## src/rtl/cpu_seq_ctrl.sv

```systemverilog
// CPU sequencing controller: gates fetch/decode/execute and drives PC reset/branch.
// Optional resume-from-halt is built when CPU_SEQ_RESUME_EN is defined.
module cpu_seq_ctrl #(
  parameter int unsigned BRANCH_FLUSH  = 1,
  parameter int unsigned STACK_TIMEOUT = 15,
  parameter int unsigned CNT_W         = 4
) (
  input  logic       clk,
  input  logic       reset_,
  input  logic [3:0] decode2cpu_ctrl_cmd,
  input  logic [2:0] cbr_status,
  input  logic       resume,
  output logic       ifetch_en,
  output logic       idecode_en,
  output logic       execute_en,
  output logic       pc_reset,
  output logic       pc_branch,
  output logic       stack_fault,
  output logic [2:0] cpu_state
);

  typedef enum logic [2:0] {
    S_INIT     = 3'd0,
    S_RUN      = 3'd1,
    S_HALT     = 3'd2,
    S_BRANCH   = 3'd3,
    S_STACK_OP = 3'd5,
    S_FAULT    = 3'd6
  } state_e;

  localparam logic [CNT_W-1:0] CNT_ZERO     = '0;
  localparam logic [CNT_W-1:0] CNT_ONE      = CNT_W'(1);
  localparam logic [CNT_W-1:0] FLUSH_LOAD   = CNT_W'(BRANCH_FLUSH - 1);
  localparam logic [CNT_W-1:0] TIMEOUT_LAST = CNT_W'(STACK_TIMEOUT - 1);

  state_e           state_q, state_d;
  logic [CNT_W-1:0] cnt_q, cnt_d;
  logic             stack_fault_q, stack_fault_d;

  logic soft_rst_s, halted_s, exec_en_s, fetch_en_s;
  logic call_s, branch_s, ret_s;

  assign {soft_rst_s, halted_s, exec_en_s, fetch_en_s} = decode2cpu_ctrl_cmd;
  assign {call_s, branch_s, ret_s} = cbr_status;

`ifndef CPU_SEQ_RESUME_EN
  logic unused_resume;
  assign unused_resume = resume;
`endif

  // State, counter and sticky fault registers
  always_ff @(posedge clk) begin
    if (!reset_) begin
      state_q       <= S_INIT;
      cnt_q         <= CNT_ZERO;
      stack_fault_q <= 1'b0;
    end else begin
      state_q       <= state_d;
      cnt_q         <= cnt_d;
      stack_fault_q <= stack_fault_d;
    end
  end

  // Next-state, counter and fault-flag logic; reset overrides so pc_reset sees INIT
  always_comb begin
    state_d       = state_q;
    cnt_d         = cnt_q;
    stack_fault_d = stack_fault_q;
    case (state_q)
      S_INIT: begin
        state_d = S_RUN;
      end
      S_RUN: begin
        if (halted_s) begin
          state_d = S_HALT;
        end else if (soft_rst_s) begin
          state_d = S_INIT;
        end else if ((cbr_status == 3'b001) || (cbr_status == 3'b100)) begin
          state_d = S_STACK_OP;
          cnt_d   = CNT_ZERO;
        end else if (cbr_status == 3'b010) begin
          state_d = S_BRANCH;
          cnt_d   = FLUSH_LOAD;
        end else begin
          state_d = S_RUN;
        end
      end
      S_BRANCH: begin
        if (cnt_q != CNT_ZERO) begin
          cnt_d = cnt_q - CNT_ONE;
        end else begin
          state_d = S_RUN;
        end
      end
      S_STACK_OP: begin
        // A branch on the expiring cycle wins over the watchdog
        if (branch_s) begin
          state_d = S_BRANCH;
          cnt_d   = FLUSH_LOAD;
        end else if (cnt_q == TIMEOUT_LAST) begin
          state_d       = S_FAULT;
          stack_fault_d = 1'b1;
        end else begin
          cnt_d = cnt_q + CNT_ONE;
        end
      end
      S_FAULT: begin
        if (soft_rst_s) begin
          state_d = S_INIT;
        end else begin
          state_d = S_FAULT;
        end
      end
      S_HALT: begin
`ifdef CPU_SEQ_RESUME_EN
        if (resume) begin
          state_d = S_RUN;
        end else begin
          state_d = S_HALT;
        end
`else
        state_d = S_HALT;
`endif
      end
      default: begin
        state_d = S_INIT;
      end
    endcase
    if (!reset_) begin
      state_d       = S_INIT;
      cnt_d         = CNT_ZERO;
      stack_fault_d = 1'b0;
    end
  end

  // Combinational pipeline enables and PC controls
  always_comb begin
    ifetch_en  = 1'b0;
    idecode_en = 1'b0;
    execute_en = 1'b0;
    pc_reset   = (state_d == S_INIT);
    pc_branch  = (state_d == S_BRANCH) && (state_q != S_BRANCH);
    if (reset_) begin
      ifetch_en  = fetch_en_s && (state_q != S_STACK_OP) && (state_q != S_FAULT);
      idecode_en = (state_q == S_RUN);
      execute_en = exec_en_s && (state_q != S_FAULT);
    end else begin
      ifetch_en  = 1'b0;
      idecode_en = 1'b0;
      execute_en = 1'b0;
    end
  end

  assign stack_fault = stack_fault_q;
  assign cpu_state   = state_q;

endmodule

```

## config.mk

```make
export PLATFORM = sky130hd
export DESIGN_NAME = cpu_seq_ctrl
export DESIGN_NICKNAME = d
export VERILOG_FILES = /design/src/rtl/cpu_seq_ctrl.sv
export SDC_FILE = /design/constraint.sdc
export NUM_CORES = 1
export LEC_CHECK = 0
export CAP_MARGIN = 0
export CORE_AREA = 4 4 43 45
export CTS_CLUSTER_DIAMETER = 120
export DETAILED_ROUTE_END_ITERATION = 10
export DIE_AREA = 0 0 47 49
export GPL_ROUTABILITY_DRIVEN = 0
export PLACE_DENSITY_LB_ADDON = 0.08
export SETUP_SLACK_MARGIN = 0.05
export SLEW_MARGIN = 20
export SYNTH_ARGS = -nofsm -noshare
export SYNTH_HDL_FRONTEND = slang
export SYNTH_SLANG_ARGS = --single-unit
```

## constraint.sdc

```tcl
create_clock -name clk -period 3.5 [get_ports clk]
set_input_delay 0.7 -clock clk [delete_from_list [all_inputs] [get_ports clk]]
set_output_delay 0.7 -clock clk [all_outputs]
set_load 0.01 [all_outputs]
```

==> metrics, run 1 <==
row count=14; Area Overhead vs Synth=30.51%; startpoint class of the critical path=primary input; Die Span X=47 microns; Max-Cap Viols=0; HPWL after detailed placement=around 1200 microns; ant diodes=0; pwr dens=302.9 mW/mm^2; vias per cell=5.951; fin util=60.37%; worst skew pair latency=0.26 ns; Rel. slew slack=between 60% and 70%; simple-gate share of the synthesized area=between 30% and 40%; slowest cell on the critical path=clkdlybuf4s50_1; CTS Buf Count=3; largest net degree at the start of global routing=17; initial cell density of the core=46.26%; First DRT Iteration DRCs=11; Area contributors post-synth=dfxtp_1, ha_1, nor2_1, nand2_1, o21ai_0; sequential area share after synthesis=between 20% and 30%; Fin Clk Skew=between 0.01 and 0.015 ns; grt ovf=0; Compound-Gate Fraction of Synth Area=between 30% and 40%; WL/cell=between 10 and 15 microns; xor/xnor share of the synthesized area=2.574%; Top FF cell, synth=dfxtp_1; Fill cells=roughly 140; Gate power share=around 32%; Post-Syn Nets=102; Internal Power=181.9 uW; Sink Count=8; Sw Ratio=between 30% and 40%; post-synth top area share=23.53%; WL final=approximately 1600 microns; DR pass1 iterations=6; Static Leak=0.0003446 uW; # IOs=19; Worst Path Required=2.80 ns; Post-synth top cells=nor2_1, dfxtp_1, nand2_1; most used cell, CP=clkdlybuf4s50_1; CP Capture Type=output pin; Cell variety after synth=40; Residual DRC=0; # Post-CTS Setup Buffers=0; synthesized cell area=between 600 and 700 sq um; HP Class=flop to flop; sw power=roughly 87 uW; Tcrit/Tclk final=roughly 90%; cell accounting for the most synthesized area=dfxtp_1; Finished Layout Cells=122; Reg power frac=around two fifths; wire length of the first global-routing pass=about 2700 microns; CTS root buffer=clkbuf_4; Post-Place Cells=around 120; post_cts resized=0; Worst EP arrival=2.46 ns; RSZ-0062 raised after global routing=false; Max VDD drop=roughly 230 uV; CP max FO=4; Clock Pin Slew Worst Setup and Hold Paths=0.05 ns; via count=726; final setup violation count=0; endpoints failing hold=0; clock share of power=28.1%; htree depth=1; fin crit period=between 3 and 4 ns; cells after synthesis=89; CTS tree=done; Seq cells post-synth=8; mux cell area share after synthesis=0%; critical path cell sequence=clkdlybuf4s50_1 > nor2_1 > o41ai_2 > a211oi_1 > a21o_1 > clkdlybuf4s50_1; core area=0.001471 sq mm; max incr delay on CP=0.53 ns; Post-synth EDFFs=0; Post-Synth Adder-Cell Area=around 5.5%; CTS Buffer Depth=2; initial antenna violation count=0; Antenna Nets Post-Route=0; Die ar.=around 0.0023 sq mm; largest family of logic cells by synthesized area=compound AO/OA/AOI/OAI gates; layout cells sized above 1=8.491%; count of input and output buffers=17; yosys warns=0; Max Fclk=around 320 MHz; TNS Setup=0 ns; status=completed; WHS Path Cells=1; WHS=roughly 0.48 ns; Total GRT Usage=between 10% and 20%; vias in the first global route=between 600 and 700; cell with the most instances after synthesis=nor2_1; worst r2r path cells=7; async set-reset flop share out of synthesis=0%; DIE HEIGHT=between 40 and 50 microns; max-slew violation count=0; Final nets=121; post-cts hold buffer count=0; worst slew pin tran=about 0.47 ns; kind of critical path=primary input to output pin; Mean Syn Cell Area=7.648 sq um
state kept, by name, summed over array words and instances (netlist names):
name	count
stack_fault	1
cpu_state	3
cnt_q	4
worst max-delay path: cells and delay by family:
kind | cells | cell delay [ns]
compound gates | 3 | 0.63
simple gates | 1 | 0.14
buf+inv | 2 | 0.98
power by group through the flow:
| stage | combinational, uW | sequential [uW] | clock [uW] |
|---|---|---|---|
| CTS | 86.1 | 107 | 76.5 |
| global placement | 85.2 | 109 | 0 |
| floorplan | 54.4 | 105 | 0 |
| finish | 87.0 | 107 | 75.5 |
| detailed placement | 85.5 | 108 | 0 |
| global route | 96.3 | 108 | 80.2 |
metal layers:
metal  wire length [microns]  share of wire (%)  track usage [%]  up-vias
met4                       5               0.30            2.765        0
met3                     164                 10            6.273        2
met5                       0                  0                0        -
met2                     705                 43            22.40       31
li1                        -                  -                -      366
met1                     771                 47            23.01      327
logic make-up (layout without fill, tap and decap cells):
| logic type | Yosys count | in the layout |
|---|---|---|
| and+or+nand+nor | 38 | 38 |
| AOI/OAI and AO/OA | 30 | 30 |
| DFF | 8 | 8 |
| buffers and inverters | 8 | 25 |
| adders and majority gates | 3 | 3 |
| xor gates and xnor gates | 2 | 2 |
cell type report:
cell class / instances / area (sq um) / share of cell area, %
Inverter: 3 / 11.26 / 1.268
Multi-Input combinational cell: 73 / 486.7 / 54.79
Tap cell: 16 / 20.02 / 2.254
Timing Repair Buffer: 19 / 187.7 / 21.13
Sequential cell: 8 / 160.2 / 18.03
Clock buffer: 3 / 22.52 / 2.535
placed cells by master (no fill, tap or decap), drive strengths merged, types with 3 or more instances in the layout:
cell type / instances
clkbuf: 3
ha: 3
o21ai: 6
a21oi: 4
nor2b: 3
clkdlybuf4s50: 16
inv: 3
nor3: 4
dfxtp: 8
nor2: 10
nand2: 7
final timing paths:
kind                            start                  endpoint  slack, ns
max            decode2cpu_ctrl_cmd[2]                  pc_reset       0.34
min          stack_fault$_SDFFE_PN0P_  stack_fault$_SDFFE_PN0P_       0.48
max reg2reg     cnt_q[0]$_SDFFE_PN0P_     cnt_q[3]$_SDFFE_PN0P_       1.49
min reg2reg  stack_fault$_SDFFE_PN0P_  stack_fault$_SDFFE_PN0P_       0.48
through the flow:
| step | area (sq um) | total power, uW | setup slack [ns] |
|---|---|---|---|
| 5_1_grt | 888.4 | 284.8 | 0.1781 |
| 3_3_place_gp | 855.8 | 193.7 | 0.1409 |
| 4_1_cts | 878.3 | 269.2 | 0.09448 |
| 6_report | 888.4 | 269.0 | 0.3427 |
| 3_5_place_dp | 855.8 | 194.0 | 0.09765 |
| 2_1_floorplan | 680.7 | 159.7 | 1.009 |
Power figures use the tool's default switching activity.
==> run 2, diff against run 1 <==
--- a/config.mk
+++ b/config.mk
@@ -6,10 +6,11 @@
 export NUM_CORES = 1
 export LEC_CHECK = 0
 export CAP_MARGIN = 0
-export CORE_AREA = 4 4 43 45
+export CORE_AREA = 4 4 42 44
+export CTS_BUF_LIST = sky130_fd_sc_hd__clkbuf_4 sky130_fd_sc_hd__clkbuf_8
 export CTS_CLUSTER_DIAMETER = 120
 export DETAILED_ROUTE_END_ITERATION = 10
-export DIE_AREA = 0 0 47 49
+export DIE_AREA = 0 0 46 48
 export GPL_ROUTABILITY_DRIVEN = 0
 export PLACE_DENSITY_LB_ADDON = 0.08
 export SETUP_SLACK_MARGIN = 0.05
==> run 2 against run 1 <==
Compared with the run above: core utilization rose by 0.95 points; register-to-register slack barely moved; highest routed layer unchanged; via count fell by 2.6%; design area fell by 0.85%; critical endpoint unchanged.
==> metrics, run 2 (synthesized netlist as in run 1, its figures left out) <==
Final nets=roughly 120; WL final=between 1500 and 2000 microns; CTS Buf Count=3; wire length of the first global-routing pass=between 2000 and 3000 microns; Clock Pin Slew Worst Setup and Hold Paths=approximately 0.050 ns; Sink Count=8; Antenna Nets Post-Route=0; vias in the first global route=between 600 and 700; CP Capture Type=output pin; Power Total=approximately 260 uW; Residual DRC=0; Multi-input gate area=479.2 sq um; Rel. slew slack=about two thirds; slowest cell on the critical path=clkdlybuf4s50_1; Max Fclk=roughly 320 MHz; post_cts resized=0; Static Leak=around 0.00034 uW; row count=14; max incr delay on CP=roughly 0.48 ns; Tcrit/Tclk final=between 90% and 100%; worst skew pair latency=0.25 ns; DIE HEIGHT=48 microns; WL/cell=13.77 microns; commonest non-fill, non-tap cell in the layout=clkdlybuf4s50_1; largest net degree at the start of global routing=17; worst r2r path cells=7; pwr dens=around 300 mW/mm^2; status=completed; CTS Buffer Depth=2; reg-to-reg slack, setup=1.50 ns; FF-to-FF End=cnt_q[3]$_SDFFE_PN0P_; worst slew pin tran=just under 0.5 ns; Top delay family on crit path=buffers and inverters; # Post-CTS Setup Buffers=0; fin crit period=roughly 3.2 ns; Register Area=160.2 sq um; ant diodes=0; First DRT Iteration DRCs=16; endpoints failing hold=0; Finished Layout Cells=122; Worst EP arrival=between 2 and 2.5 ns; vias per cell=5.795; commonest non-fill, non-tap cells in the layout=clkdlybuf4s50_1, nor2_1, dfxtp_1; most used cell, CP=clkdlybuf4s50_1; Gate power share=between 30 and 40%; register with the most flip-flops=cnt_q; Fin Clk Skew=between 0.01 and 0.015 ns; Max VDD drop=approximately 250 uV; # IOs=19; Internal Power=~180 uW; Total GRT Usage=around 17%; initial cell density of the core=roughly 47%; Die Span X=46 microns; via count=a little over 700; CTS tree=done; Max-Cap Viols=0; Sw Ratio=about a third; CP Buf/Inv Count=2; sw power=~83 uW; Die ar.=~0.0022 sq mm; Critical Path Stages=5; kind of critical path=primary input to output pin; RSZ-0062 raised after global routing=false; TNS Setup=0 ns; Worst Path Required=2.80 ns; grt ovf=0; HP Class=flop to flop; initial antenna violation count=0; DR pass1 iterations=4; core area=0.001436 sq mm; R2R Path Start=cnt_q[0]$_SDFFE_PN0P_; CP max FO=6; HPWL after detailed placement=approximately 1200 microns; layout cells sized above 1=under 10%; CP Launch Point=decode2cpu_ctrl_cmd[3]; Fill cells=approximately 140; clock share of power=26.9%; CTS root buffer=clkbuf_4; Post-Place Cells=~120; Largest register FFs=4; Worst Setup EP=pc_reset; Area Overhead vs Synth=29.41%; startpoint class of the critical path=primary input; max-slew violation count=0; htree depth=1; Reg power frac=approximately two fifths; final setup violation count=0; post-cts hold buffer count=0; critical path cell sequence=clkdlybuf4s50_1 > o41ai_1 > a211oi_1 > a21o_1 > clkdlybuf4s50_1; count of input and output buffers=17
==> run 2: cell counts in the layout (fill, tap and decap cells not counted) <==
Identical to the previous run, type by type.
==> run 2: cell type report <==
class | instances | area share, %
flip-flops and latches | 8 | 18.18
multi-input cells | 73 | 54.40
inverters | 3 | 1.278
well taps | 16 | 2.273
repair buffers | 19 | 21.31
clock buffers | 3 | 2.557
==> run 2: power groups by stage <==
stage                     combinational [uW]  sequential, uW  clock (uW)
after CTS                               87.2             107        73.6
after floorplan                         54.4             105           0
after detailed placement                86.4             109           0
after global routing                    95.9             108        77.7
final                                   86.3             107        71.1
after global placement                  85.2             109           0
==> run 2: metal layers <==
metal  global-route usage (%)  vias up  wire length, microns
met1                    21.85      319                   805
met3                    6.015        2                   137
met5                        0        -                     0
met4                    1.705        0                     5
met2                    27.20       17                   731
li1                         -      369                     -
==> run 2: worst min-delay path by stage <==
stage | slack [ns] | startpoint | cells after the start | end
2_1_floorplan | 0.48 | cnt_q[0]$_SDFFE_PN0P_ | 2 | cnt_q[0]$_SDFFE_PN0P_
3_3_place_gp | 0.46 | stack_fault$_SDFFE_PN0P_ | 1 | stack_fault$_SDFFE_PN0P_
3_5_place_dp | 0.46 | stack_fault$_SDFFE_PN0P_ | 1 | stack_fault$_SDFFE_PN0P_
4_1_cts | 0.48 | stack_fault$_SDFFE_PN0P_ | 1 | stack_fault$_SDFFE_PN0P_
5_1_grt | 0.50 | stack_fault$_SDFFE_PN0P_ | 1 | stack_fault$_SDFFE_PN0P_
6_report | 0.47 | stack_fault$_SDFFE_PN0P_ | 1 | stack_fault$_SDFFE_PN0P_
==> run 2: metrics by stage <==
| stage | area (sq um) | hold WS, ns | setup WS (ns) | utilization, % |
|---|---|---|---|---|
| 2_1_floorplan | 680.7 | 0.4759 | 1.009 | - |
| 3_3_place_gp | 855.8 | 0.4572 | 0.1376 | 59.58 |
| 5_1_grt | 880.8 | 0.5042 | 0.2601 | 61.32 |
| 6_report | 880.8 | 0.4678 | 0.3480 | 61.32 |
| 4_1_cts | 878.3 | 0.4751 | 0.06308 | 61.15 |
| 3_5_place_dp | 855.8 | 0.4581 | 0.09123 | 59.58 |
==> run 3, diff against run 2 <==
--- a/config.mk
+++ b/config.mk
@@ -6,11 +6,11 @@
 export NUM_CORES = 1
 export LEC_CHECK = 0
 export CAP_MARGIN = 0
-export CORE_AREA = 4 4 42 44
+export CORE_AREA = 4 4 43 45
 export CTS_BUF_LIST = sky130_fd_sc_hd__clkbuf_4 sky130_fd_sc_hd__clkbuf_8
 export CTS_CLUSTER_DIAMETER = 120
 export DETAILED_ROUTE_END_ITERATION = 10
-export DIE_AREA = 0 0 46 48
+export DIE_AREA = 0 0 47 49
 export GPL_ROUTABILITY_DRIVEN = 0
 export PLACE_DENSITY_LB_ADDON = 0.08
 export SETUP_SLACK_MARGIN = 0.05
==> constraint.sdc (replaced) <==
create_clock -name clk -period 3.3 [get_ports clk]
set_input_delay 0.66 -clock clk [delete_from_list [all_inputs] [get_ports clk]]
set_output_delay 0.66 -clock clk [all_outputs]
set_load 0.01 [all_outputs]
==> run 3 against run 2 <==
Compared with the run above: worst hold slack got worse by 0.0016 ns; global-route usage decreased by 0.43 points; routed wire length decreased by 2.4%; critical path depth increased by 2; setup slack got worse by 0.20 ns; register-to-register slack got worse by 0.18 ns; critical path type unchanged; highest routed layer unchanged.
==> metrics, run 3 (synthesized netlist as in run 1, its figures left out) <==
CP max FO=2; reg-to-reg slack, setup=~1.3 ns; Area Overhead vs Synth=31.80%; status=completed; initial cell density of the core=a little under half; Power Total=between 200 and 300 uW; max-slew violation count=0; layout cells sized above 1=between 10% and 20%; Die Span X=47 microns; DIE HEIGHT=between 40 and 50 microns; startpoint class of the critical path=primary input; largest net degree at the start of global routing=17; HPWL after detailed placement=about 1200 microns; Final nets=123; CTS root buffer=clkbuf_4; CP Capture Type=output pin; initial antenna violation count=0; Rel. slew slack=67.01%; grt ovf=0; row count=14; DR pass1 iterations=4; worst skew pair latency=0.26 ns; Max-Cap Viols=0; Antenna Nets Post-Route=0; Static Leak=around 0.00034 uW; Total GRT Usage=between 15 and 20%; register with the most flip-flops=cnt_q; placed inst area=870.8 sq um; Sink Count=8; CTS tree=done; Max VDD drop=229.1 uV; WL final=around 1600 microns; Fin Clk Skew=0.008484 ns; WHS=around 0.47 ns; fin crit period=around 3.2 ns; Tcrit/Tclk final=roughly 96%; CTS Buf Count=3; final worst-path setup slack=0.1475 ns; ant diodes=0; count of input and output buffers=17; CTS Buffer Depth=2; Max Fclk=~320 MHz; core area=roughly 0.0015 sq mm; kind of critical path=primary input to output pin; WL/cell=around 13 microns; via count=a little over 700; Worst EP arrival=about 2.5 ns; # Post-CTS Setup Buffers=0; commonest non-fill, non-tap cell in the layout=clkdlybuf4s50_1; commonest non-fill, non-tap cells in the layout=clkdlybuf4s50_1, nor2_1, dfxtp_1; pwr dens=approximately 320 mW/mm^2; worst slew pin tran=roughly 0.49 ns; htree depth=1; post-route cell area=between 800 and 900 sq um; vias in the first global route=roughly 620; HP Class=flop to flop; First DRT Iteration DRCs=13; post-cts hold buffer count=0; Clock Pin Slew Worst Setup and Hold Paths=0.05 ns; RSZ-0062 raised after global routing=false; Worst Path Required=between 2 and 3 ns; Die ar.=approximately 0.0023 sq mm; final setup violation count=0; Largest register FFs=4; vias per cell=roughly 5.7; TNS Setup=0 ns; Residual DRC=0; wire length of the first global-routing pass=~2800 microns; Fill cells=approximately 150; pre-CTS WS=-0.005427 ns; # IOs=19; endpoints failing hold=0
==> run 3: cell type report <==
| cell class | instances | area (sq um) | area share, % |
|---|---|---|---|
| clock buffer | 3 | 22.52 | 2.510 |
| tap | 16 | 20.02 | 2.232 |
| sequential | 8 | 160.2 | 17.85 |
| inverter | 3 | 11.26 | 1.255 |
| multi-input combinational | 73 | 484.2 | 53.97 |
| timing repair buffer | 21 | 198.9 | 22.18 |
==> run 3: critical path, cell delays in order <==
cell             delay (ns)
clkdlybuf4s50_1        0.47
inv_1                  0.06
o41ai_1                0.36
a211oi_1               0.16
buf_4                  0.16
a21o_1                 0.14
clkdlybuf4s50_1        0.47
==> run 3: what timing repair did <==
item / in CTS / in global routing
resized for setup: 1 / 1
hold endpoints to repair: 0 / 0
setup endpoints to repair: 1 / 1
==> run 3: report_power, final <==
group | total (uW) | switching (uW) | internal, uW
logic | 94.6 | 42.6 | 52.0
registers | 113 | 11.5 | 102
clock network | 76.8 | 35.1 | 41.7
total | 285 | 89.2 | 196
==> run 3: routing by layer <==
layer | global-route usage [%] | share of wire, % | vias up | routed length (microns)
met3 | 7.380 | 8.2 | 2 | 134
met1 | 24.23 | 49 | 312 | 799
met5 | 0 | 0 | - | 0
met2 | 20.81 | 42 | 20 | 695
li1 | - | - | 376 | -
met4 | 4.147 | 0.61 | 0 | 10
==> run 3: final timing paths <==
check,from,end,cells past startpoint
worst max-delay path,cbr_status[1],pc_reset,7
worst min-delay path,stack_fault$_SDFFE_PN0P_,stack_fault$_SDFFE_PN0P_,1
worst max register to register,cnt_q[0]$_SDFFE_PN0P_,cnt_q[3]$_SDFFE_PN0P_,7
worst min register to register,stack_fault$_SDFFE_PN0P_,stack_fault$_SDFFE_PN0P_,1
==> run 3: per-stage QoR <==
stage               util (%)  std cells
detailed placement     59.18        121
CTS                    60.63        124
finish                 60.97        124
global route           60.97        124
global placement       59.18        121
floorplan                  -         89
